===== src/rtl/fir_spi_pkg.sv =====
// Shared constants and types for the FIR SPI receive front end.
// Optional build macro: SPI_PARITY_EN (adds a trailing even-parity bit to each frame).
package fir_spi_pkg;

  localparam logic [7:0] CMD_SAMPLE = 8'h01;
  localparam logic [7:0] CMD_COEFF  = 8'h02;

`ifdef SPI_PARITY_EN
  localparam int unsigned PARITY_BITS = 1;
`else
  localparam int unsigned PARITY_BITS = 0;
`endif

  // Command byte plus 16-bit payload, plus the parity bit when enabled
  localparam int unsigned FRAME_BITS = 8 + 16 + PARITY_BITS;

  typedef enum logic [1:0] {
    IDLE,
    RECV,
    CHECK,
    WAIT_NSS
  } rx_state_t;

endpackage


===== src/rtl/fir_spi_rx_sync_edge.sv =====
// N-stage synchronizer for one asynchronous input, with rise/fall pulses
// taken from one extra flop behind the last synchronizer stage.
module spi_sync_edge #(
  parameter int unsigned STAGES  = 2,
  parameter logic        RST_VAL = 1'b0
) (
  input  logic clk,
  input  logic n_rst,
  input  logic d,
  output logic q,
  output logic rise,
  output logic fall
);

  logic [STAGES-1:0] sync_q;
  logic              prev_q;

  // Shift the raw input through the synchronizer chain and keep one delayed copy
  always_ff @(posedge clk) begin
    if (!n_rst) begin
      sync_q <= {STAGES{RST_VAL}};
      prev_q <= RST_VAL;
    end else begin
      sync_q <= (sync_q << 1) | STAGES'(d);
      prev_q <= sync_q[STAGES-1];
    end
  end

  assign q    = sync_q[STAGES-1];
  assign rise = q & ~prev_q;
  assign fall = ~q & prev_q;

endmodule


===== src/rtl/fir_spi_rx.sv =====
// SPI-slave receiver feeding the FIR controller: collects command+payload
// frames, presents the payload on a held bus and raises dr (sample) or
// lc (coefficient) until the controller acknowledges with modwait.
// Optional build macro: SPI_PARITY_EN (25-bit frames with even parity check).
module fir_spi_rx
  import fir_spi_pkg::*;
#(
  parameter int unsigned DATA_W      = 16,
  parameter int unsigned CMD_W       = 8,
  parameter int unsigned SYNC_STAGES = 2
) (
  input  logic              clk,
  input  logic              n_rst,
  input  logic              sck,
  input  logic              mosi,
  input  logic              nss,
  input  logic              modwait,
  output logic [DATA_W-1:0] data,
  output logic              dr,
  output logic              lc,
  output logic              nss_fall,
  output logic              frame_err,
  output logic              overrun
);

  localparam int unsigned NBITS = CMD_W + DATA_W + PARITY_BITS;
  localparam int unsigned CNT_W = $clog2(NBITS + 1);

  rx_state_t          state;
  logic [NBITS-1:0]   shift_q;
  logic [CNT_W-1:0]   bit_cnt;

  logic sck_q, sck_rise, sck_fall;
  logic mosi_q, mosi_rise, mosi_fall;
  logic nss_q, nss_rise, nss_fall_s;
  logic unused_sync_outs;

  logic [CMD_W-1:0]  cmd;
  logic [DATA_W-1:0] payload;
  logic              parity_bad;

  spi_sync_edge #(.STAGES(SYNC_STAGES), .RST_VAL(1'b0)) u_sync_sck (
    .clk(clk), .n_rst(n_rst), .d(sck),
    .q(sck_q), .rise(sck_rise), .fall(sck_fall)
  );

  spi_sync_edge #(.STAGES(SYNC_STAGES), .RST_VAL(1'b0)) u_sync_mosi (
    .clk(clk), .n_rst(n_rst), .d(mosi),
    .q(mosi_q), .rise(mosi_rise), .fall(mosi_fall)
  );

  spi_sync_edge #(.STAGES(SYNC_STAGES), .RST_VAL(1'b1)) u_sync_nss (
    .clk(clk), .n_rst(n_rst), .d(nss),
    .q(nss_q), .rise(nss_rise), .fall(nss_fall_s)
  );

  assign unused_sync_outs = sck_q ^ sck_fall ^ mosi_rise ^ mosi_fall;

  assign cmd     = shift_q[NBITS-1 -: CMD_W];
  assign payload = shift_q[PARITY_BITS +: DATA_W];

`ifdef SPI_PARITY_EN
  assign parity_bad = ^shift_q;
`else
  assign parity_bad = 1'b0;
`endif

  // Frame FSM, handshake flags and all registered outputs
  always_ff @(posedge clk) begin
    if (!n_rst) begin
      state     <= IDLE;
      shift_q   <= '0;
      bit_cnt   <= '0;
      data      <= '0;
      dr        <= 1'b0;
      lc        <= 1'b0;
      nss_fall  <= 1'b0;
      frame_err <= 1'b0;
      overrun   <= 1'b0;
    end else begin
      nss_fall  <= 1'b0;
      frame_err <= 1'b0;

      // Acknowledge first; a flag set in CHECK below takes precedence
      if (modwait) begin
        dr <= 1'b0;
        lc <= 1'b0;
      end

      case (state)
        IDLE: begin
          if (nss_fall_s) begin
            nss_fall <= 1'b1;
            overrun  <= 1'b0;
            bit_cnt  <= '0;
            shift_q  <= '0;
            state    <= RECV;
          end
        end

        RECV: begin
          if (nss_rise) begin
            frame_err <= 1'b1;
            state     <= IDLE;
          end else if (sck_rise) begin
            shift_q <= {shift_q[NBITS-2:0], mosi_q};
            bit_cnt <= bit_cnt + CNT_W'(1);
            if (bit_cnt == CNT_W'(NBITS - 1)) begin
              state <= CHECK;
            end
          end
        end

        CHECK: begin
          // Busy test uses the flags as they stood at the start of this cycle
          if (dr || lc) begin
            overrun <= 1'b1;
          end else if (parity_bad) begin
            frame_err <= 1'b1;
          end else if (cmd == CMD_W'(CMD_SAMPLE)) begin
            dr   <= 1'b1;
            data <= payload;
          end else if (cmd == CMD_W'(CMD_COEFF)) begin
            lc   <= 1'b1;
            data <= payload;
          end else begin
            frame_err <= 1'b1;
          end
          state <= WAIT_NSS;
        end

        WAIT_NSS: begin
          if (nss_q) begin
            state <= IDLE;
          end
        end

        default: state <= IDLE;
      endcase
    end
  end

endmodule

===== config.mk =====
export PLATFORM = sky130hd
export DESIGN_NAME = fir_spi_rx
export DESIGN_NICKNAME = d
export VERILOG_FILES = /design/src/rtl/fir_spi_pkg.sv /design/src/rtl/fir_spi_rx_sync_edge.sv /design/src/rtl/fir_spi_rx.sv
export SDC_FILE = /design/constraint.sdc
export NUM_CORES = 1
export LEC_CHECK = 0
export ABC_AREA = 1
export BUFFER_PORTS_ARGS = -buffer_cell sky130_fd_sc_hd__buf_4
export CAP_MARGIN = 20
export CORE_MARGIN = 5
export CORE_UTILIZATION = 52
export CTS_CLUSTER_SIZE = 25
export DETAILED_ROUTE_END_ITERATION = 8
export HOLD_SLACK_MARGIN = 0.05
export PLACE_DENSITY = 0.85
export SLEW_MARGIN = 25
export SYNTH_ARGS = -nofsm -noshare
export SYNTH_HDL_FRONTEND = slang
export SYNTH_SLANG_ARGS = --single-unit

===== constraint.sdc =====
create_clock -name clk -period 1.5 [get_ports clk]
set_input_delay 0.225 -clock clk [delete_from_list [all_inputs] [get_ports clk]]
set_output_delay 0.225 -clock clk [all_outputs]
set_load 0.01 [all_outputs]

======== Yosys cells after proc, flatten, opt, wreduce, memory -nomap -nowiden ========
Index checks and enable logic that the tools add are counted.
operators by class
  $lt $le $gt $ge ......................... 0
  eq/ne operators ......................... 13
  multiplexer cells ....................... 34
  add/subtract/negate cells ............... 1
  bitwise gates (word level) .............. 10
  shifts and indexed selects .............. 0
  div/mod/pow operators ................... 0
  reductions and logical operators ........ 10
  multiply operators ...................... 0
operators with widths
  operator                                                                number
  24-bit 2-to-1 mux                                                       3
  24-bit case mux with 2 select lines                                     1
  16-bit 2-to-1 mux                                                       2
  1-bit 2-to-1 mux                                                        16
  5-bit 2-to-1 mux                                                        3
  2-bit 2-to-1 mux                                                        5
  5-bit case mux with 2 select lines                                      1
  8-bit by 1-bit equality test with 1-bit output (second input constant)  1
  8-bit by 2-bit equality test with 1-bit output (second input constant)  1
  2-bit inequality test (second input constant)                           4
  2-bit case mux with 4 select lines                                      1
  4-bit AND reduction                                                     2
  3-bit inequality test (second input constant)                           2
  2-bit by 1-bit bitwise OR with 2-bit output                             3
  3-bit AND reduction                                                     2
  2-bit nonzero test                                                      3
  5-bit by 1-bit adder with 5-bit output (second input constant)          1
  5-bit equality test (second input constant)                             1
  2-bit equality test (second input constant)                             2
  1-bit NOT                                                               4
  1-bit case mux with 2 select lines                                      2
  1-bit bitwise AND                                                       3
  2-bit by 1-bit equality test with 1-bit output (second input constant)  1
  2-bit zero test                                                         1
  other kinds (3)                                                         3
storage, ports and cells
  logic and storage cells ................. 82
  output and inout port bits .............. 21
  bits in latches ......................... 0
  bits in writable memories ............... 0
  register bits ........................... 60
  ROM bits ................................ 0
  memories kept ........................... 0
  bits of input ports ..................... 6

======== Depth between registers and ports, before layout ========
Gate-level depths: netlist (run 1).
  word-level depth ........................ 5
  depth in mapped cells ................... 9
  mapped depth without buffers ............ 9

======== By module ========
A second synthesis (run 1) with hierarchy kept.
second synthesis, totals
  cell total of the unflattened synthesis .. 415
  area, all modules ....................... 2770.2 µm²
by module, submodules not included
  module                           area each (µm²)  cells an instance  seq. area each (µm²)  times used
  fir_spi_rx                       2476.1           377                1041.0                1
  spi_sync_edge (u_sync_mosi ...)  100.1            13                 60.1                  2
  spi_sync_edge (u_sync_nss)       93.8             12                 60.1                  1

======== Worst setup path before layout (run 1) ========
No wires, ideal clock.
  kind .................................... flip-flop to flip-flop
  start ................................... register state[0]
  end ..................................... register bit_cnt[1]
  period minus slack after synthesis ...... 1488 ps
  required time ........................... 1430 ps
  setup time .............................. 70 ps
  slack ................................... 12 ps
  arrival ................................. 1418 ps
  cell stages (with the launch flop) ...... 10
  cells stage by stage .................... dfxtp_1 inv_1 ha_1 or2_1 nand2_1 nor2_4 inv_4 buf_6 nand2_1 a21oi_1
between the ends
  longest elaborated chain between the ends .. 3
  elaborated cells between the ends (all ways) .. 8
RTL lines
  item                                                                               RTL line           RTL
  start: declaration                                                                 fir_spi_rx.sv:29   rx_state_t state;
  start signal: assignment                                                           fir_spi_rx.sv:71   state <= IDLE;
  start signal: assignment                                                           fir_spi_rx.sv:97   state <= RECV;
  start signal: assignment                                                           fir_spi_rx.sv:104  state <= IDLE;
  2-bit by 1-bit equality test with 1-bit output or 2-bit zero test (tied branches)  fir_spi_rx.sv:90   case (state)
  2-bit inequality test (no source line) or 2-bit nonzero test (tied branches)       n/a
  4-bit AND reduction (no source line)                                               n/a
  end signal: assignment                                                             fir_spi_rx.sv:107  bit_cnt <= bit_cnt + CNT_W'(1);
  end: declaration                                                                   fir_spi_rx.sv:31   logic [CNT_W-1:0] bit_cnt;
Parallel ways exist; a longest one is shown, timed or not.
A chain may end at the register's enable or synchronous reset.

======== Worst setup path after layout (run 1) ========
  start ................................... register state[0]
  end ..................................... register shift_q[22]
between the ends
  longest elaborated chain between the ends .. 3
  elaborated cells between the ends (all ways) .. 8
RTL lines
  item                                                                               RTL line           RTL
  2-bit by 1-bit equality test with 1-bit output or 2-bit zero test (tied branches)  fir_spi_rx.sv:90
  2-bit inequality test (no source line) or 2-bit nonzero test (tied branches)       n/a
  4-bit AND reduction (no source line)                                               n/a
  end signal: assignment                                                             fir_spi_rx.sv:106  shift_q <= {shift_q[NBITS-2:0], mosi_q};
  end: declaration                                                                   fir_spi_rx.sv:30   logic [NBITS-1:0] shift_q;
Parallel ways exist; a longest one is shown, timed or not.

==> impl_metrics.tcl, run 1 <==
set metrics [dict create \
    status "complete, but fails checks" \
    violations "setup timing" \
    cpMostUsedCell "nor2_1" \
    cts_sinks 60 \
    drtIter0Drc 96 \
    cts.clk_slew.worst_paths_ns 0.06 \
    yosys_warnings 0 \
    ys.flop_type "dfxtp_1" \
    synth_commonest_cells "82 x nor2_1, 60 x dfxtp_1, 58 x nand2_1" \
    overflow 0 \
    muxShareOfSynthArea_pct 0 \
    synth_area_per_cell_um2 7.44 \
    yosysSeqAreaShare_pct 47.5 \
    die_height_um 79.7 \
    post-route-drc-count 0 \
    critPathTopFamily "simple AND/OR/NAND/NOR gates" \
    clk_latency_ns 0.34 \
    detail_route.wl_per_cell_um 13.5 \
    fin_crit_sh_pct 107 \
    dp.cells 428 \
    slew_headroom_pct 82.7 \
    die_w_um 79.7 \
    p_per_area_nw_per_um2 2040 \
    clkPwrFrac_pct 20.4 \
    finalHoldViolations 0 \
    critical_path_required_ns 1.74 \
    finalSetupViolations 18 \
    grt_pass1_vias 2105 \
    hold_slack_ns 0.0683 \
    numCtsBuffers 9 \
    synth_top_family_by_area "simple AND/OR/NAND/NOR gates" \
    ys_seq_elements 60 \
    synthMostInstantiatedCell "nor2_1" \
    finalCriticalPeriod_ns 1.61 \
    maxCapViolations 0 \
    synth_adder_area_share_pct 2.97 \
    synth-xor-area-share_pct 0 \
    htreeDepth 3 \
    numPortBuffers 26 \
    fin_cells 447 \
    hp-class "in -> reg" \
    synth_cell_types 25 \
    num_io_pins 27 \
    multiInputGateArea_um2 1220 \
    crit_type "reg -> reg" \
    first_pass_iters 4 \
    syn_to_final_growth_pct 27.9 \
    synth_top_area_cell "dfxtp_1" \
    endpoint_kind "flop" \
    critPathBufInv 4 \
    initial_utilization_pct 53.5 \
    p_sw_share_pct 38.9 \
    die_area_um2 6360 \
    crit_fanout 7 \
    seq_power_share_pct 35.6 \
    arrival_ns 1.85 \
    fmax_mhz 620 \
    finClkSkew_ns 0.00750 \
    syn_nets 352 \
    synth_compound_area_share_pct 10.5 \
    dp_hpwl_um 3450 \
    synth_area_leaders "dfxtp_1 48%, nor2_1 12%, nand2_1 8.6%" \
    p_int_uw 4040 \
    seqCellArea_um2 1210 \
    rsz0062_at_grt "yes" \
    fin_nets 388 \
    p_leak_uw 0.00137 \
    postSynthCellCount 340 \
    power_uw 6610 \
    grt_max_degree 36 \
    yosys.area_share.simple_pct 30.1 \
    ant_nets 0 \
    gp_congestion 0.900 \
    fin_ws_ns -0.112 \
    antenna_found_initial 0 \
    tightest_slew_ns 0.260 \
    synth_edf_count 0 \
    crit_path_top_delay_cell "dfxtp_4" \
    syn_area_um2 2530 \
    layout-drive-gt1-share_pct 25.8 \
    cpPeakStageDelay_ns 0.39 \
    routed_wirelength_um 6030 \
    fillers 364 \
    rows 25 \
    root_buffer "clkbuf_8" \
    cp_cell_sequence "inv_4, ha_4, or2_1, nand2_2, nor2_4, buf_12, buf_6, clkbuf_16, nor2_1, nor2_1" \
    cts.path.max_buffers 2 \
    ctsHoldBuffers 0 \
    peakVddDrop_mv 1.08 \
    finalCoreUtilization_pct 68.5 \
    vias 2311 \
    synth_top_area_share_pct 47.5 \
    track_usage_pct 19.0 \
    p_switching_uw 2570 \
    n_antenna_cell 0 \
    synthArstFlopShare_pct 0 \
    worstSetupStartpointType "flop" \
    cts_tree "yes" \
    pwr-share-comb_pct 44.0 \
    place_ws_ns -0.0650 \
    grt_pass1_wl_um 9400 \
    finalMaxSlewViolations 0 \
    core_um2 4720 \
    routed_via_density 5.17 \
]
-- power by group through the flow --
| stage | logic [uW] | clock network (uW) | registers [uW] |
|---|---|---|---|
| after global placement | 2090 | 0 | 2260 |
| after floorplan | 1740 | 0 | 2230 |
| after global routing | 3210 | 1440 | 2400 |
| final | 2910 | 1350 | 2350 |
| after CTS | 2260 | 1360 | 2260 |
| after detailed placement | 2170 | 0 | 2280 |
-- area by class of cell --
type	count	share of cell area (%)
inverters	30	4.06
well taps	67	2.59
clock buffers	14	5.65
multi-input cells	233	37.6
repair buffers	42	12.6
flip-flops and latches	60	37.4
clock inverters	1	0.155
-- kinds of logic (layout without fill, tap and decap cells) --
kind of cell / Yosys count / after routing
and+or+nand+nor: 175 / 175
DFF: 60 / 60
AOI/OAI and AO/OA: 52 / 52
buffers and inverters: 47 / 87
adders and majority gates: 6 / 6
-- placed cells by master, fill, tap and decap left out, drive strengths merged --
master   n
buf     41
dfxtp   60
nand4    3
a21oi   25
nand3   10
nand3b  16
a31oi    2
clkbuf  15
nand2   58
o21ai   24
or2      3
o21bai   1
inv     28
clkinv   3
nor2    85
ha       6
-- final timing paths --
check,slack (ns),from,endpoint,cells past startpoint
setup reg to reg,-0.11,state[0],shift_q[22],10
setup / recovery,-0.11,state[0],shift_q[22],10
hold reg to reg,0.42,u_sync_sck.sync_q[0],u_sync_sck.sync_q[1],2
hold / removal,0.07,mosi,u_sync_mosi.sync_q[0],3
-- metal layers --
layer / up-vias / GRT usage (%) / routed length (um)
li1: 1148 / - / -
met1: 1081 / 22.0 / 2480
met2: 63 / 31.2 / 3100
met3: 19 / 6.43 / 280
met4: 0 / 9.46 / 170
met5: - / 0 / 0
-- state kept, by name, indices dropped and copies added (netlist names), named ones only --
register / count
shift_q: 24
data: 16
bit_cnt: 5
u_sync_mosi.sync_q: 2
u_sync_nss.sync_q: 2
u_sync_sck.sync_q: 2
dr: 1
frame_err: 1
lc: 1
nss_fall: 1
overrun: 1
state: 1
u_sync_nss.prev_q: 1
u_sync_sck.prev_q: 1
-- what timing repair did --
item	4_1_cts	5_1_grt
pin swaps	0	3
gates resized for setup	9	46
cloned	0	1
endpoints found under the setup margin	34	46
setup buffers	0	3
-- per-stage QoR --
step	area [um^2]	setup TNS [ns]
floorplan	2530	0
global placement	2830	0
detailed placement	2830	-0.504
CTS	3040	0
global route	3230	-3.06
finish	3230	-0.794
-- worst register-to-register path, cell delays in order (launching register included) --
cell and delay (ns):
dfxtp_4 0.39, inv_4 0.05, ha_4 0.17, or2_1 0.22, nand2_2 0.08, nor2_4 0.04, buf_12 0.14, buf_6 0.12
clkbuf_16 0.15, nor2_1 0.10, nor2_1 0.05
(Power assumes the default switching activity.)
==> inputs of run 2 (changes only) <==
--- a/config.mk
+++ b/config.mk
@@ -6,13 +6,12 @@
 export NUM_CORES = 1
 export LEC_CHECK = 0
-export ABC_AREA = 1
 export BUFFER_PORTS_ARGS = -buffer_cell sky130_fd_sc_hd__buf_4
 export CAP_MARGIN = 20
 export CORE_MARGIN = 5
-export CORE_UTILIZATION = 52
+export CORE_UTILIZATION = 51
 export CTS_CLUSTER_SIZE = 25
 export DETAILED_ROUTE_END_ITERATION = 8
 export HOLD_SLACK_MARGIN = 0.05
-export PLACE_DENSITY = 0.85
+export PLACE_DENSITY = 0.84
 export SLEW_MARGIN = 25
 export SYNTH_ARGS = -nofsm -noshare
==> constraint.sdc (replaced) <==
create_clock -name clk -period 1.5 [get_ports clk]
set_input_delay 0.15 -clock clk [delete_from_list [all_inputs] [get_ports clk]]
set_output_delay 0.15 -clock clk [all_outputs]
set_load 0.01 [all_outputs]
==> impl_metrics.tcl, run 2 <==
set metrics [dict create \
    violations "setup timing" \
    vias 1939 \
    power_uw 3450 \
    synth_edf_count 0 \
    yosys_warnings 0 \
    synth_area_leaders "dfxtp_1 51%, mux2i_1 19%, nor2_1 8.0%" \
    hold-path-cell-count 2 \
    fin_cells 361 \
    finalCoreUtilization_pct 74.5 \
    routed_via_density 5.37 \
    cts_sinks 60 \
    numPortBuffers 26 \
    worstSetupPathDepth 8 \
    critPathBufInv 2 \
    die_area_um2 6070 \
    arrival_ns 2.12 \
    crit_type "reg -> reg" \
    finalCriticalPeriod_ns 1.88 \
    synth_area_per_cell_um2 10.2 \
    grt.busiest_layer "met2" \
    detail_route.wl_per_cell_um 16.6 \
    finalMaxSlewViolations 0 \
    fin_ws_ns -0.382 \
    ant_nets 0 \
    post-route-drc-count 0 \
    fmax_mhz 531 \
    dp_hpwl_um 3200 \
    clk_latency_ns 0.36 \
    num_io_pins 27 \
    crit_fanout 8 \
    critical_path_required_ns 1.74 \
    antenna_found_initial 0 \
    worstSetupStartpointType "flop" \
    synth_top_area_cell "dfxtp_1" \
    hp-class "in -> reg" \
    top_register "shift_q" \
    overflow 0 \
    layout_commonest_cell "buf_4" \
    initial_utilization_pct 53.3 \
    fin_nets 316 \
    grt.met1_usage_pct 21.0 \
    die_w_um 77.9 \
    rsz0062_at_grt "yes" \
    fillers 285 \
    root_buffer "clkbuf_8" \
    layout-drive-gt1-share_pct 35.0 \
    p_leak_uw 0.00147 \
    peakVddDrop_mv 0.687 \
    first_pass_iters 4 \
    fin_area_um2 3290 \
    synth_top_area_share_pct 51.1 \
    grt_pass1_vias 1886 \
    rows 24 \
    htreeDepth 3 \
    track_usage_pct 19.3 \
    tightest_slew_ns 0.490 \
    synthMostInstantiatedCell "dfxtp_1" \
    cpPeakStageDelay_ns 0.39 \
    finalHoldViolations 0 \
    yosysSeqAreaShare_pct 51.1 \
    syn_nets 243 \
    ys_seq_elements 60 \
    r2r_cells 8 \
    finalSetupViolations 49 \
    crit_path_top_delay_cell "or3b_4" \
    cts.path.max_buffers 2 \
    drtIter0Drc 112 \
    top_regs "shift_q (24), data (16), bit_cnt (5)" \
    seqCellArea_um2 1210 \
    core_um2 4410 \
    largest_reg_flops 24 \
    fin_crit_sh_pct 125 \
    globalRouteMet2Util_pct 32.8 \
    critPathTopFamily "simple AND/OR/NAND/NOR gates" \
    synthArstFlopShare_pct 0 \
    routed_wirelength_um 6010 \
    grt_pass1_wl_um 8950 \
    cts_tree "yes" \
    postSynthCellCount 231 \
    synth_commonest_cells "60 x dfxtp_1, 50 x nor2_1, 44 x mux2i_1" \
    n_antenna_cell 0 \
    ys.flop_type "dfxtp_1" \
    grt_max_degree 23 \
    synth_cell_types 33 \
    numCtsBuffers 9 \
    gp_congestion 0.835 \
    multiInputGateArea_um2 1200 \
    maxCapViolations 0 \
    status "complete, but fails checks" \
    p_per_area_nw_per_um2 1050 \
    cts.clk_slew.worst_paths_ns 0.07 \
    die_height_um 77.9 \
    dp.cells 327 \
    endpoint_kind "flop" \
    slew_headroom_pct 67.3 \
    met3_usage_pct 7.41 \
    layout_common_cells "57 x buf_4, 56 x dfxtp_1, 50 x nor2_1" \
    cp_cell_sequence "inv_4, ha_4, or3b_4, nor4b_4, buf_4, nand2_8, mux2i_1, nor2_1" \
    place_area_um2 2810 \
    syn_area_um2 2350 \
    syn_to_final_growth_pct 40.0 \
    finClkSkew_ns 0.0128 \
]
run 2: cell types whose count changed after synthesis, sizes merged, moves of 6 or more:
cell | before | now
a21oi | 25 | 5
and2 | 0 | 6
buf | 14 | 4
inv | 29 | 6
mux2i | 0 | 44
nand2 | 58 | 6
nand2b | 0 | 8
nand3 | 10 | 0
nand3b | 16 | 5
nor2 | 85 | 50
o21ai | 24 | 2
run 2: kinds of logic after synthesis:
logic type               count (synthesis)  synth area share (%)
flip-flops                              60                  51.1
AO/OA/AOI/OAI                           13                  3.51
multiplexers                            44                  18.7
XOR/XNOR                                 2                 0.745
buffers and inverters                   16                  3.03
adder cells (fa/ha/maj)                  7                  3.62
AND/OR/NAND/NOR                         89                  19.3
run 2: where the power goes:
| part | switching [uW] | total, uW | internal [uW] |
|---|---|---|---|
| logic | 244 | 514 | 271 |
| registers | 17.1 | 1630 | 1610 |
| clock network | 702 | 1310 | 605 |
run 2: final cells by class:
cell class                      count  share of cell area [%]
Multi-Input combinational cell    156                    36.6
Inverter                            6                   0.837
Clock buffer                        9                    3.76
Timing Repair Buffer               71                    18.4
Tap cell                           52                    1.98
Sequential cell                    60                    36.8
Clock inverter                      7                    1.56
run 2: final timing paths:
kind | end | from | slack [ns]
worst max-delay path | data[14] | state[0] | -0.38
worst min-delay path | u_sync_nss.prev_q | n_rst | 0.08
worst max register to register | data[14] | state[0] | -0.38
worst min register to register | u_sync_nss.sync_q[1] | u_sync_nss.sync_q[0] | 0.41
run 2: layer usage:
layer | vias up | wire, um | part of all wire [%]
li1 | 934 | - | -
met2 | 48 | 3050 | 51
met3 | 16 | 261 | 4.3
met5 | - | 0 | 0
met4 | 0 | 177 | 2.9
met1 | 941 | 2520 | 42
run 2: metrics by stage:
step           hold slack, ns  worst slack (ns)  setup TNS [ns]
6_report               0.0800            -0.382          -14.92
5_1_grt                0.0793            -0.482          -19.22
4_1_cts                0.0512            -0.345          -14.52
3_5_place_dp            0.340            -0.414          -16.05
3_3_place_gp            0.336            -0.348          -13.98
2_1_floorplan           0.223            -0.385          -11.90
run 2: what timing repair did:
item / 4_1_cts / 5_1_grt
endpoints found under the setup margin: 49 / 50
hold buffers: 3 / 0
hold endpoints to repair: 3 / 0
buffers inserted: 8 / 7
resized for setup: 20 / 18
cloned: 2 / 1
pin swaps: 14 / 15
==> inputs of run 3 (changes only) <==
Settings changed: ABC_AREA set to 1, CORE_UTILIZATION 51 to 52, PLACE_DENSITY 0.84 to 0.85.
==> impl_metrics.tcl, run 3 (synthesis gave the netlist of run 1 again) <==
set metrics [dict create \
    status "complete, but fails checks" \
    violations "setup timing" \
    rsz0062_at_grt "yes" \
    power_uw 6820 \
    pwr-share-comb_pct 45.0 \
    layout_commonest_cell "nor2_1" \
    min_to "dr" \
    finalSetupViolations 19 \
    top_regs "shift_q (24), data (16), bit_cnt (5)" \
    crit_path_top_delay_cell "dfxtp_4" \
    routed_wirelength_um 6620 \
    grt_pass1_wl_um 9620 \
    cp_cell_sequence "inv_2, ha_4, nand2_2, nand2_2, nor2_4, buf_12, clkinv_16, o21ai_0, nor2_1" \
    finClkSkew_ns 0.0120 \
    clk_latency_ns 0.35 \
    seqCellArea_um2 1210 \
    fillers 350 \
    antenna_found_initial 0 \
    hp-class "in -> reg" \
    hp-start "modwait" \
    r2r-start "state[0]" \
    track_usage_pct 19.5 \
    first_pass_iters 4 \
    root_buffer "clkbuf_8" \
    grt_pass1_vias 2117 \
    syn_to_final_growth_pct 31.1 \
    die_height_um 79.7 \
    hold-path-cell-count 4 \
    routed_via_density 5.18 \
    cts.path.max_buffers 2 \
    p_int_uw 4080 \
    top_register "shift_q" \
    cpMostUsedCell "nand2_2" \
    fin_nets 390 \
    largest_reg_flops 24 \
    r2r_cells 9 \
    die_w_um 79.7 \
    cts_tree "yes" \
    maxCapViolations 0 \
    n_antenna_cell 0 \
    cpPeakStageDelay_ns 0.38 \
    finalMaxSlewViolations 0 \
    p_switching_uw 2740 \
    finalCoreUtilization_pct 70.2 \
    grt_max_degree 36 \
    p_leak_uw 0.00139 \
    finalHoldViolations 0 \
    ant_nets 0 \
    p_per_area_nw_per_um2 2060 \
    die_area_um2 6360 \
    numPortBuffers 26 \
    finalCriticalPeriod_ns 1.56 \
    gp_congestion 0.900 \
    crit_fanout 27 \
    fin_crit_sh_pct 104 \
    finalSetupTns_ns -0.344 \
    peakVddDrop_mv 1.07 \
    tightest_slew_ns 0.256 \
    fin_ws_ns -0.0565 \
    overflow 0 \
    endpoint_kind "flop" \
    post-route-drc-count 0 \
    layout_common_cells "59 x nor2_1, 56 x dfxtp_1, 52 x nand2_1" \
    cts.clk_slew.worst_paths_ns 0.07 \
    drtIter0Drc 108 \
    seq_power_share_pct 34.9 \
    cts_sinks 60 \
    multiInputGateArea_um2 1240 \
    htreeDepth 3 \
    rrSetupSlack_ns -0.06 \
    p_sw_share_pct 40.1 \
    num_io_pins 27 \
    vias 2324 \
    arrival_ns 1.78 \
    fmax_mhz 642 \
    crit_type "reg -> reg" \
    r2r_end "shift_q[5]" \
    core_um2 4720 \
    critical_path_required_ns 1.73 \
    clkPwrFrac_pct 20.1 \
    detail_route.wl_per_cell_um 14.8 \
    initial_utilization_pct 53.5 \
    layout-drive-gt1-share_pct 28.0 \
    slew_headroom_pct 82.9 \
    worstSetupStartpointType "flop" \
    rows 25 \
    numCtsBuffers 9 \
    dp_hpwl_um 3450 \
]
-- run 3: critical path, delay by kind of cell, from the launching register on --
kind                     cells  cell delay (ns)
AND/OR/NAND/NOR              4             0.37
AO/OA/AOI/OAI                1             0.19
adder cells (fa/ha/maj)      1             0.17
buffers and inverters        3             0.31
flip-flops                   1             0.38
-- run 3: layout make-up --
cell class / count / share of cell area (%)
Clock buffer: 14 / 5.51
Clock inverter: 1 / 0.151
Inverter: 30 / 4.34
Multi-Input combinational cell: 233 / 37.6
Sequential cell: 60 / 36.5
Tap cell: 67 / 2.53
Timing Repair Buffer: 44 / 13.4
-- run 3: worst max path at each step --
stage	end	start	cells after the start	slack, ns
after floorplan	bit_cnt[1]	state[0]	9	0.01
after detailed placement	bit_cnt[4]	state[0]	8	-0.07
after global placement	bit_cnt[1]	state[0]	8	0.02
final	shift_q[5]	state[0]	9	-0.06
after CTS	bit_cnt[4]	flop	8	0.0009
after global routing	shift_q[13]	state[0]	9	-0.14
-- run 3: power groups by stage --
stage | combinational (uW) | clock (uW) | sequential [uW]
floorplan | 1740 | 0 | 2230
global placement | 2090 | 0 | 2260
detailed placement | 2170 | 0 | 2280
CTS | 2270 | 1360 | 2260
global route | 3340 | 1460 | 2430
finish | 3070 | 1370 | 2380
-- run 3: layer usage --
metal / vias up / GRT usage [%] / part of all wire, %
li1: 1147 / - / -
met1: 1086 / 22.4 / 39
met2: 67 / 32.6 / 53
met3: 24 / 6.32 / 4.5
met4: 0 / 9.12 / 3.2
met5: - / 0 / 0
-- run 3: per-stage QoR --
stage	cells	hold WS, ns	cell area, um^2	setup WS, ns
2_1_floorplan	340	0.248	2530	0.0122
3_3_place_gp	428	0.331	2830	0.0172
3_5_place_dp	428	0.340	2830	-0.0650
4_1_cts	446	0.141	3070	0.000912
5_1_grt	449	0.196	3310	-0.145
6_report	449	0.145	3310	-0.0565
-- run 3: repair_timing --
item                       CTS  global route
setup endpoints to repair   34            50
hold endpoints to repair     3             0
setup buffers                0             1
gates cloned                 0             2
resized for setup            9            60
pin swaps                    0             4
hold buffers                 3             0
